File: config.mk
export PLATFORM = sky130hd
export DESIGN_NAME = exec_controller_flat
export DESIGN_NICKNAME = d
export VERILOG_FILES = /design/src/rtl/exec_controller_if.sv /design/src/rtl/exec_controller.sv /design/src/flat_wrapper.sv
export SDC_FILE = /design/constraint.sdc
export NUM_CORES = 1
export LEC_CHECK = 0
export ABC_CLOCK_PERIOD_IN_PS = 2800
export BUFFER_PORTS_ARGS = -buffer_cell sky130_fd_sc_hd__buf_2
export CAP_MARGIN = 40
export CORE_MARGIN = 2
export CORE_UTILIZATION = 54
export CTS_BUF_LIST = sky130_fd_sc_hd__clkbuf_8
export DETAILED_ROUTE_END_ITERATION = 10
export PLACE_DENSITY = 0.83
export SYNTH_ARGS = -nofsm -noshare
export SYNTH_HDL_FRONTEND = slang
export SYNTH_SLANG_ARGS = --single-unit
File: constraint.sdc
create_clock -name clkFPGA -period 2.8 [get_ports clkFPGA]
set_input_delay 0.14 -clock clkFPGA [delete_from_list [all_inputs] [get_ports clkFPGA]]
set_output_delay 0.14 -clock clkFPGA [all_outputs]
set_load 0.005 [all_outputs]
File: src/rtl/exec_controller_if.sv
// Datapath-facing signal bundle for exec_controller: run control, counter snapshots, readout.
// The master side drives the inputs, and the controller connects to the slave side.
interface exec_controller_if #(
    parameter int CNT_W = 32
);
    logic             stepping_flag;
    logic             next_instr;
    logic             instr_retired;
    logic             cpu_finish;
    logic [CNT_W-1:0] stall_cnt;
    logic [CNT_W-1:0] arith_cnt;
    logic [CNT_W-1:0] mem_cnt;
    logic [CNT_W-1:0] cycle_cnt;
    logic [CNT_W-1:0] instr_cnt;
    logic             snapshot_req;
    logic [2:0]       sel;
    logic             cpu_en;
    logic             halted;
    logic [2:0]       state;
    logic [31:0]      step_count;
    logic [CNT_W-1:0] snap_data;
    logic             snap_valid;

    modport master (
        output stepping_flag, next_instr, instr_retired, cpu_finish,
        output stall_cnt, arith_cnt, mem_cnt, cycle_cnt, instr_cnt,
        output snapshot_req, sel,
        input  cpu_en, halted, state, step_count, snap_data, snap_valid
    );

    modport slave (
        input  stepping_flag, next_instr, instr_retired, cpu_finish,
        input  stall_cnt, arith_cnt, mem_cnt, cycle_cnt, instr_cnt,
        input  snapshot_req, sel,
        output cpu_en, halted, state, step_count, snap_data, snap_valid
    );
endinterface

File: src/rtl/exec_controller.sv
// Run/step/pause controller for the datapath, with a debounced step button and counter snapshots.
// Timing: a button press is seen 2+DEBOUNCE_CYCLES cycles after the raw rise, and cpu_en follows the registered state.
module exec_controller #(
    parameter int DEBOUNCE_CYCLES = 16,
    parameter int CNT_W           = 32
) (
    input  logic               clkFPGA,
    input  logic               rst,
    exec_controller_if.slave   bus
);
    typedef enum logic [2:0] {
        IDLE  = 3'd0,
        RUN   = 3'd1,
        STEP  = 3'd2,
        PAUSE = 3'd3,
        DONE  = 3'd4
    } state_t;

    localparam int              DB_W    = $clog2(DEBOUNCE_CYCLES + 1);
    localparam logic [DB_W-1:0] DB_LAST = DB_W'(DEBOUNCE_CYCLES - 1);

    logic             r_sync1, r_sync2;
    logic             r_db_level, r_db_level_d;
    logic [DB_W-1:0]  r_db_cnt;
    state_t           r_state;
    state_t           w_next;
    logic [31:0]      r_step_count;
    logic             r_snap_valid;
    logic [CNT_W-1:0] r_snap_stall, r_snap_arith, r_snap_mem, r_snap_cycle, r_snap_instr;
    logic [CNT_W-1:0] w_snap_data;
    logic             w_press;
    logic             w_step_inc;
    logic             w_snap_take;

    // The level flips on the DEBOUNCE_CYCLES-th consecutive sample that differs from it.
    always_ff @(posedge clkFPGA) begin
        if (!rst) begin
            r_sync1      <= 1'b0;
            r_sync2      <= 1'b0;
            r_db_level   <= 1'b0;
            r_db_level_d <= 1'b0;
            r_db_cnt     <= '0;
        end else begin
            r_sync1      <= bus.next_instr;
            r_sync2      <= r_sync1;
            r_db_level_d <= r_db_level;
            if (r_sync2 == r_db_level) begin
                r_db_cnt <= '0;
            end else if (r_db_cnt == DB_LAST) begin
                r_db_level <= r_sync2;
                r_db_cnt   <= '0;
            end else begin
                r_db_cnt <= r_db_cnt + 1'b1;
            end
        end
    end

    assign w_press = r_db_level & ~r_db_level_d;

    always_comb begin
        w_next = r_state;
        case (r_state)
            IDLE: begin
                // A coincident cpu_finish swallows the press here too.
                if (!bus.cpu_finish && w_press)
                    w_next = bus.stepping_flag ? STEP : RUN;
            end
            RUN: begin
                if (bus.cpu_finish)          w_next = DONE;
                else if (bus.stepping_flag)  w_next = PAUSE;
            end
            STEP: begin
                if (bus.cpu_finish)          w_next = DONE;
                else if (bus.instr_retired)  w_next = PAUSE;
            end
            PAUSE: begin
                if (bus.cpu_finish)          w_next = DONE;
                else if (w_press)            w_next = bus.stepping_flag ? STEP : RUN;
            end
            DONE:    w_next = DONE;
            default: w_next = IDLE;
        endcase
    end

    assign w_step_inc  = (r_state == STEP) && bus.instr_retired;
    assign w_snap_take = bus.snapshot_req || ((w_next == DONE) && (r_state != DONE));

    always_ff @(posedge clkFPGA) begin
        if (!rst) begin
            r_state      <= IDLE;
            r_step_count <= '0;
            r_snap_valid <= 1'b0;
            r_snap_stall <= '0;
            r_snap_arith <= '0;
            r_snap_mem   <= '0;
            r_snap_cycle <= '0;
            r_snap_instr <= '0;
        end else begin
            r_state <= w_next;
            if (w_step_inc && (r_step_count != 32'hFFFF_FFFF))
                r_step_count <= r_step_count + 32'd1;
            if (w_snap_take) begin
                r_snap_stall <= bus.stall_cnt;
                r_snap_arith <= bus.arith_cnt;
                r_snap_mem   <= bus.mem_cnt;
                r_snap_cycle <= bus.cycle_cnt;
                r_snap_instr <= bus.instr_cnt;
                r_snap_valid <= 1'b1;
            end
        end
    end

    always_comb begin
        w_snap_data = '0;
        case (bus.sel)
            3'd0:    w_snap_data = r_snap_stall;
            3'd1:    w_snap_data = r_snap_arith;
            3'd2:    w_snap_data = r_snap_mem;
            3'd3:    w_snap_data = r_snap_cycle;
            3'd4:    w_snap_data = r_snap_instr;
            3'd5:    w_snap_data = CNT_W'(r_step_count);
            3'd6:    w_snap_data = CNT_W'(r_state);
            default: w_snap_data = '0;
        endcase
    end

    assign bus.cpu_en     = (r_state == RUN) || (r_state == STEP);
    assign bus.halted     = (r_state == DONE);
    assign bus.state      = r_state;
    assign bus.step_count = r_step_count;
    assign bus.snap_valid = r_snap_valid;
    assign bus.snap_data  = w_snap_data;
endmodule

File: src/flat_wrapper.sv
// flat-port wrapper written by rule: the top's interface ports become plain ports
module exec_controller_flat 
#(
    parameter int DEBOUNCE_CYCLES = 16,
    parameter int CNT_W           = 32
)
  (clkFPGA, rst, bus_stepping_flag, bus_next_instr, bus_instr_retired, bus_cpu_finish, bus_stall_cnt, bus_arith_cnt, bus_mem_cnt, bus_cycle_cnt, bus_instr_cnt, bus_snapshot_req, bus_sel, bus_cpu_en, bus_halted, bus_state, bus_step_count, bus_snap_data, bus_snap_valid);
  exec_controller_if #(.CNT_W(CNT_W)) bus_i ();
  input  logic clkFPGA;
  input  logic rst;
  input wire logic [$bits(bus_i.stepping_flag)-1:0] bus_stepping_flag;
  input wire logic [$bits(bus_i.next_instr)-1:0] bus_next_instr;
  input wire logic [$bits(bus_i.instr_retired)-1:0] bus_instr_retired;
  input wire logic [$bits(bus_i.cpu_finish)-1:0] bus_cpu_finish;
  input wire logic [$bits(bus_i.stall_cnt)-1:0] bus_stall_cnt;
  input wire logic [$bits(bus_i.arith_cnt)-1:0] bus_arith_cnt;
  input wire logic [$bits(bus_i.mem_cnt)-1:0] bus_mem_cnt;
  input wire logic [$bits(bus_i.cycle_cnt)-1:0] bus_cycle_cnt;
  input wire logic [$bits(bus_i.instr_cnt)-1:0] bus_instr_cnt;
  input wire logic [$bits(bus_i.snapshot_req)-1:0] bus_snapshot_req;
  input wire logic [$bits(bus_i.sel)-1:0] bus_sel;
  output wire logic [$bits(bus_i.cpu_en)-1:0] bus_cpu_en;
  output wire logic [$bits(bus_i.halted)-1:0] bus_halted;
  output wire logic [$bits(bus_i.state)-1:0] bus_state;
  output wire logic [$bits(bus_i.step_count)-1:0] bus_step_count;
  output wire logic [$bits(bus_i.snap_data)-1:0] bus_snap_data;
  output wire logic [$bits(bus_i.snap_valid)-1:0] bus_snap_valid;
  assign bus_i.stepping_flag = bus_stepping_flag;
  assign bus_i.next_instr = bus_next_instr;
  assign bus_i.instr_retired = bus_instr_retired;
  assign bus_i.cpu_finish = bus_cpu_finish;
  assign bus_i.stall_cnt = bus_stall_cnt;
  assign bus_i.arith_cnt = bus_arith_cnt;
  assign bus_i.mem_cnt = bus_mem_cnt;
  assign bus_i.cycle_cnt = bus_cycle_cnt;
  assign bus_i.instr_cnt = bus_instr_cnt;
  assign bus_i.snapshot_req = bus_snapshot_req;
  assign bus_i.sel = bus_sel;
  assign bus_cpu_en = bus_i.cpu_en;
  assign bus_halted = bus_i.halted;
  assign bus_state = bus_i.state;
  assign bus_step_count = bus_i.step_count;
  assign bus_snap_data = bus_i.snap_data;
  assign bus_snap_valid = bus_i.snap_valid;
  exec_controller #(.DEBOUNCE_CYCLES(DEBOUNCE_CYCLES), .CNT_W(CNT_W)) u_core (.clkFPGA(clkFPGA), .rst(rst), .bus(bus_i));
endmodule
* Word-level counts from Yosys, hierarchy flattened *
Index checks and enable logic that the tools add are counted.

operators by class
  reductions and logical operators = 11
  mux-type cells = 10
  bitwise operators = 4
  equality and inequality tests = 15
  add/subtract/negate cells = 2

operators by type and width
  operator                                                          count
  32-bit case mux with 7 select lines                               1
  32-bit by 1-bit adder with 32-bit output (second input constant)  1
  32-bit != test (second input constant)                            1
  3-bit 2-to-1 mux                                                  7
  3-bit == test (second input constant)                             5
  3-bit case mux with 5 select lines                                1
  3-bit by 2-bit == test with 1-bit output (second input constant)  4
  3-bit by 1-bit == test with 1-bit output (second input constant)  2
  3-bit logical NOT                                                 2
  5-bit by 1-bit adder with 5-bit output (second input constant)    1
  5-bit by 4-bit == test with 1-bit output (second input constant)  1
  1-bit logical AND                                                 4
  3-bit != test (second input constant)                             1
  1-bit NOT                                                         3
  3-bit OR reduction                                                1
  1-bit logical OR                                                  2
  2-bit 2-to-1 mux                                                  1
  2-bit AND reduction                                               1
  1-bit AND                                                         1
  1-bit == test                                                     1
  1-bit logical NOT                                                 1

storage, ports and cells
  bits of input ports = 170
  output and inout port bits = 70
  bits in registers = 205
  word-level logic and storage cells = 55

* Longest topological paths before layout *
  word-level depth = 8
  mapped depth = 9
  mapped depth without buffers = 6

* Worst setup path before layout *
OpenSTA, ideal clock, no wires.

  path kind = flip-flop to flip-flop
  start = register u_core.r_step_count[0] (netlist: u_core.bus.step_count[0])
  end = register u_core.r_step_count[0] (netlist: u_core.bus.step_count[0])
  data arrival time = 1949 ps
  setup time = 128 ps
  period minus slack after synthesis = 2077 ps
  path buffers = 2
  slack = 723 ps
  stages on the path, launching flop included = 9
  required time = 2672 ps
  path through = dfxtp_1 -> ha_1 -> nand2_1 -> or3b_4 -> o31ai_4 -> buf_4 -> buf_4 -> xor2_1 -> nor2_1

on the way
  longest elaborated chain between the ends = 2
  elaborated cells on any way between the ends = 3
  classes of those cells = add/sub: 1; eq/ne: 1; reduce/logical: 1

RTL lines
  item                                                                              line                    source
  from (decl)                                                                       exec_controller.sv:27   logic [31:0] r_step_count;
  from (signal assigned)                                                            exec_controller.sv:101  r_step_count <= r_step_count + 32'd1;
  branches (longest 2 deep; another with 32-bit by 1-bit adder with 32-bit output)  n/a

Parallel ways; which one is timed is not known.
A chain may end at the register's enable or synchronous reset.

* Worst setup path after layout *
  start = register u_core.r_state[0] (netlist: u_core.bus.state[0])
  end = register u_core.r_snap_instr[29]

on the way
  longest elaborated chain between the ends = 6
  elaborated cells on any way between the ends = 17
  classes of those cells = eq/ne: 6; mux: 8; reduce/logical: 3

RTL lines
  item                                 line                                                                 source
  from (decl)                          exec_controller.sv:25                                                state_t r_state;
  from (signal assigned)               exec_controller.sv:99                                                r_state <= w_next;
  3-bit 2-to-1 mux (on tied branches)  exec_controller.sv:78, exec_controller.sv:70, exec_controller.sv:74
  3-bit 2-to-1 mux (on tied branches)  exec_controller.sv:77, exec_controller.sv:69, exec_controller.sv:73
  3-bit case mux with 5 select lines   exec_controller.sv:62                                                case (r_state)
  3-bit == test                        exec_controller.sv:86                                                assign w_snap_take = bus.snapshot_req || ((w_next == DONE) && (r_state != DONE));
  1-bit logical AND (*)                exec_controller.sv:86
  1-bit logical OR (*)                 exec_controller.sv:86
  to (signal assigned)                 exec_controller.sv:107                                               r_snap_instr <= bus.instr_cnt;
  to (decl)                            exec_controller.sv:29                                                logic [CNT_W-1:0] r_snap_stall, r_snap_arith, r_snap_mem, r_snap_cycle, r_snap_instr;

Mark *: on every way between the ends. The rest lies on a longest branch, timed or not.

==> reports/metrics.cfg <==
[global_routing]
antenna_found_initial=4
grt.busiest_layer=met2
grt_pass1_vias=9907
grt_max_degree=132
globalRouteMet2Util_pct=62.49
grtUsageMet3_pct=9.039
grtUsageMet1_pct=46.93
overflow=0
grt_first_pass_wirelength_mm=51.27
grt.total_usage_pct=38.62

[run]
maxCapViolations=0

[die]
top_level_ports=240
die_area_um2=17000
start_util_pct=54.70
rows=46
dieWidth_um=130.4
fp.dieH_um=130.4
core_um2=15770

[placed_design]
dp_hpwl_mm=17.36
io_buffer_count=239
dpl_worst_slack_ps=602.5
globalplace.congestion=0.9123
dpl_cell_area_um2=9932

[power_and_ir_drop]
powerDensity_nw_per_um2=525.7
power_frac_comb_pct=12.4
p_switching_w=0.001683
clkPwrFrac_pct=39.1
power.internal_w=0.004770
p_total_w=0.006453
leakagePower_nw=5.161
swShare_pct=26.07
seqPwrFrac_pct=48.5
vdd_ir_drop_max_v=0.0003862

[cts]
cts-buffers-inserted=35
cts_tree=yes
post_cts_buffers=0
h-tree-depth=2
cts.repair.resized=0
clock_latency_ps=520
clock_tree.buffer_depth=3
path_clk_slew_ps=60
cts_root_buffer=clkbuf_8
clock_sinks=205

[detailed_routing]
vias=10370
drc=0
first_pass_iters=6
drt_iter0_drc=1273
ant_nets=0
viasPerCell=6.016
routedWlPerCell_um=19.66
wirelength_mm=33.88

[cells_and_area]
drive_gt1_share_pct=20.72
finish.utilization_pct=77.83
nFillCells=1045
final_area_um2=12270
syn_to_final_growth_pct=42.28
nNetsFinal=1659

[logic_synthesis]
yosys.cell_count.top_type=nand2_1
avgSynthCellArea_um2=7.779
synth_warnings=0
syn-num-nets=1282
synth.largest_area_cell=dfxtp_1
synth-seq-cells=205
async_flop_share_pct=0
synth_cell_types=51
synth_area_leaders=dfxtp_1 (48%), nand2_1 (15%), a21oi_1 (11%)
syn_inst=1109
synth_ff_type=dfxtp_1
synth_edf_count=0
synth_common_cells=nand2_1 (337), dfxtp_1 (205), a21oi_1 (184)
synth_seq_area_share_pct=47.57
synthesis.area_um2=8627
synth_top_area_share_pct=47.57

[critical_path]
endpoint=u_core.r_snap_instr[29]
r2r_end=u_core.r_snap_instr[29]
critical_path.startpoint_type=register
rr_startpoint=u_core.bus.state[0]
critical_path.startpoint=u_core.bus.state[0]
r2r_slack_ps=230
crit_required_ps=3250
path_max_fanout=39
cp-end-kind=register
crit_arrival_ps=3020
worst-r2r-cell-count=7
critPathKind=register to register

[timing]
fmaxAchievable_mhz=389.2
fin_ws_ps=230.4
setup_viol=0
setup_tns_ps=0
fin_crit_sh_pct=91.77
fin_crit_ps=2570
worstMarginPinSlew_ps=683.6
rsz0062_at_grt=false
worst_clock_skew_ps=16.69
drv_slew=0
slew_headroom_pct=54.01
hold_viol=0

[status]
status=finished, final reports clean

[worst_hold_path]
worst_hold_path_type=primary input to register

==> layout make-up <==
| class | instances | area (um2) | area share [%] |
|---|---|---|---|
| clock buffers | 42 | 578.1 | 4.709 |
| inverters | 8 | 35.03 | 0.2854 |
| multi-input cells | 812 | 4164 | 33.92 |
| diodes | 6 | 15.01 | 0.1223 |
| repair buffers | 424 | 3070 | 25.02 |
| clock inverters | 10 | 37.54 | 0.3058 |
| well taps | 216 | 270.3 | 2.202 |
| flip-flops and latches | 205 | 4104 | 33.44 |
==> how the worst min path moves through the flow <==
stage,startpoint,to,depth (start not counted)
2_1_floorplan,bus_next_instr,u_core.r_sync1,1
3_3_place_gp,bus_next_instr,u_core.r_sync1,2
3_5_place_dp,bus_next_instr,u_core.r_sync1,2
4_1_cts,bus_snapshot_req,u_core.r_snap_stall[6],5
5_1_grt,bus_snapshot_req,u_core.r_snap_stall[6],5
6_report,bus_snapshot_req,u_core.r_snap_stall[0],5
==> cells in the final DEF (no fill, tap or decap), types with 2 or more instances in the layout <==
cell,count
mux2_2,2
o21ai_1,7
and3_1,4
diode_2,6
nor2b_1,4
nand3_1,44
o21a_1,2
dfxtp_1,205
inv_1,17
nand3_2,2
o31ai_1,4
a21oi_1,184
xor2_1,5
nor3_1,4
dlygate4sd3_1,171
buf_12,3
nand2_1,337
a22oi_1,89
ha_1,3
buf_2,239
buf_4,10
and4_1,4
a221o_1,2
a221oi_1,2
or4_1,5
nor4_1,3
clkbuf_8,42
nand4_1,6
mux2i_1,3
and2_1,4
o211ai_1,3
nor2_1,23
o31a_1,2
o21ai_0,18
or3_1,21
xnor2_1,4
==> cells by family after synthesis <==
kind of cell	count (synthesis)	share of synthesized area, %
buf+inv	92	4.510
compound gates	319	22.05
simple gates	476	23.92
xor+xnor	9	0.9136
flops	205	47.57
mux	5	0.6091
fa+ha+maj	3	0.4351
==> power groups by stage <==
stage | sequential (W) | combinational (W) | clock [W]
floorplan | 0.00316 | 0.000317 | 0
detailed placement | 0.00318 | 0.000558 | 0
global placement | 0.00318 | 0.000546 | 0
global route | 0.00314 | 0.000853 | 0.00266
CTS | 0.00312 | 0.000745 | 0.00250
finish | 0.00313 | 0.000799 | 0.00252
==> routing by layer <==
| metal | part of all wire [%] | vias to the layer above |
|---|---|---|
| met5 | 0 | - |
| met4 | 6.3 | 0 |
| met3 | 11 | 224 |
| met2 | 46 | 820 |
| met1 | 36 | 4715 |
| li1 | - | 4607 |
==> flip-flops by register name (all words and copies together), names as in the netlist <==
signal and count:
u_core.r_db_level 1, u_core.r_snap_arith 32, u_core.r_snap_stall 32, u_core.bus.snap_valid 1, u_core.r_db_cnt 5, u_core.bus.state 3, u_core.bus.step_count 32, u_core.r_db_level_d 1
u_core.r_snap_instr 32, u_core.r_snap_mem 32, u_core.r_snap_cycle 32, u_core.r_sync1 1, u_core.r_sync2 1
==> worst max-delay path, stage by stage (launching register included) <==
cell	delay (ps)
dfxtp_1	560
o21ai_0	160
nor2_1	350
or2_4	210
buf_4	370
nand2_1	100
a21oi_1	170
dlygate4sd3_1	570
==> metrics by stage <==
step,std cells,hold slack [ps]
after detailed placement,1494,349.9
after floorplan,1109,267.3
final,1723,239.4
after CTS,1717,214.0
after global placement,1493,347.0
after global routing,1721,256.6
==> what timing repair did <==
action | 4_1_cts | 5_1_grt
endpoints found under the setup margin | 0 | 0
hold buffers | 171 | 0
hold endpoints to repair | 167 | 0
No activity file was read; power rests on OpenSTA's default activity.
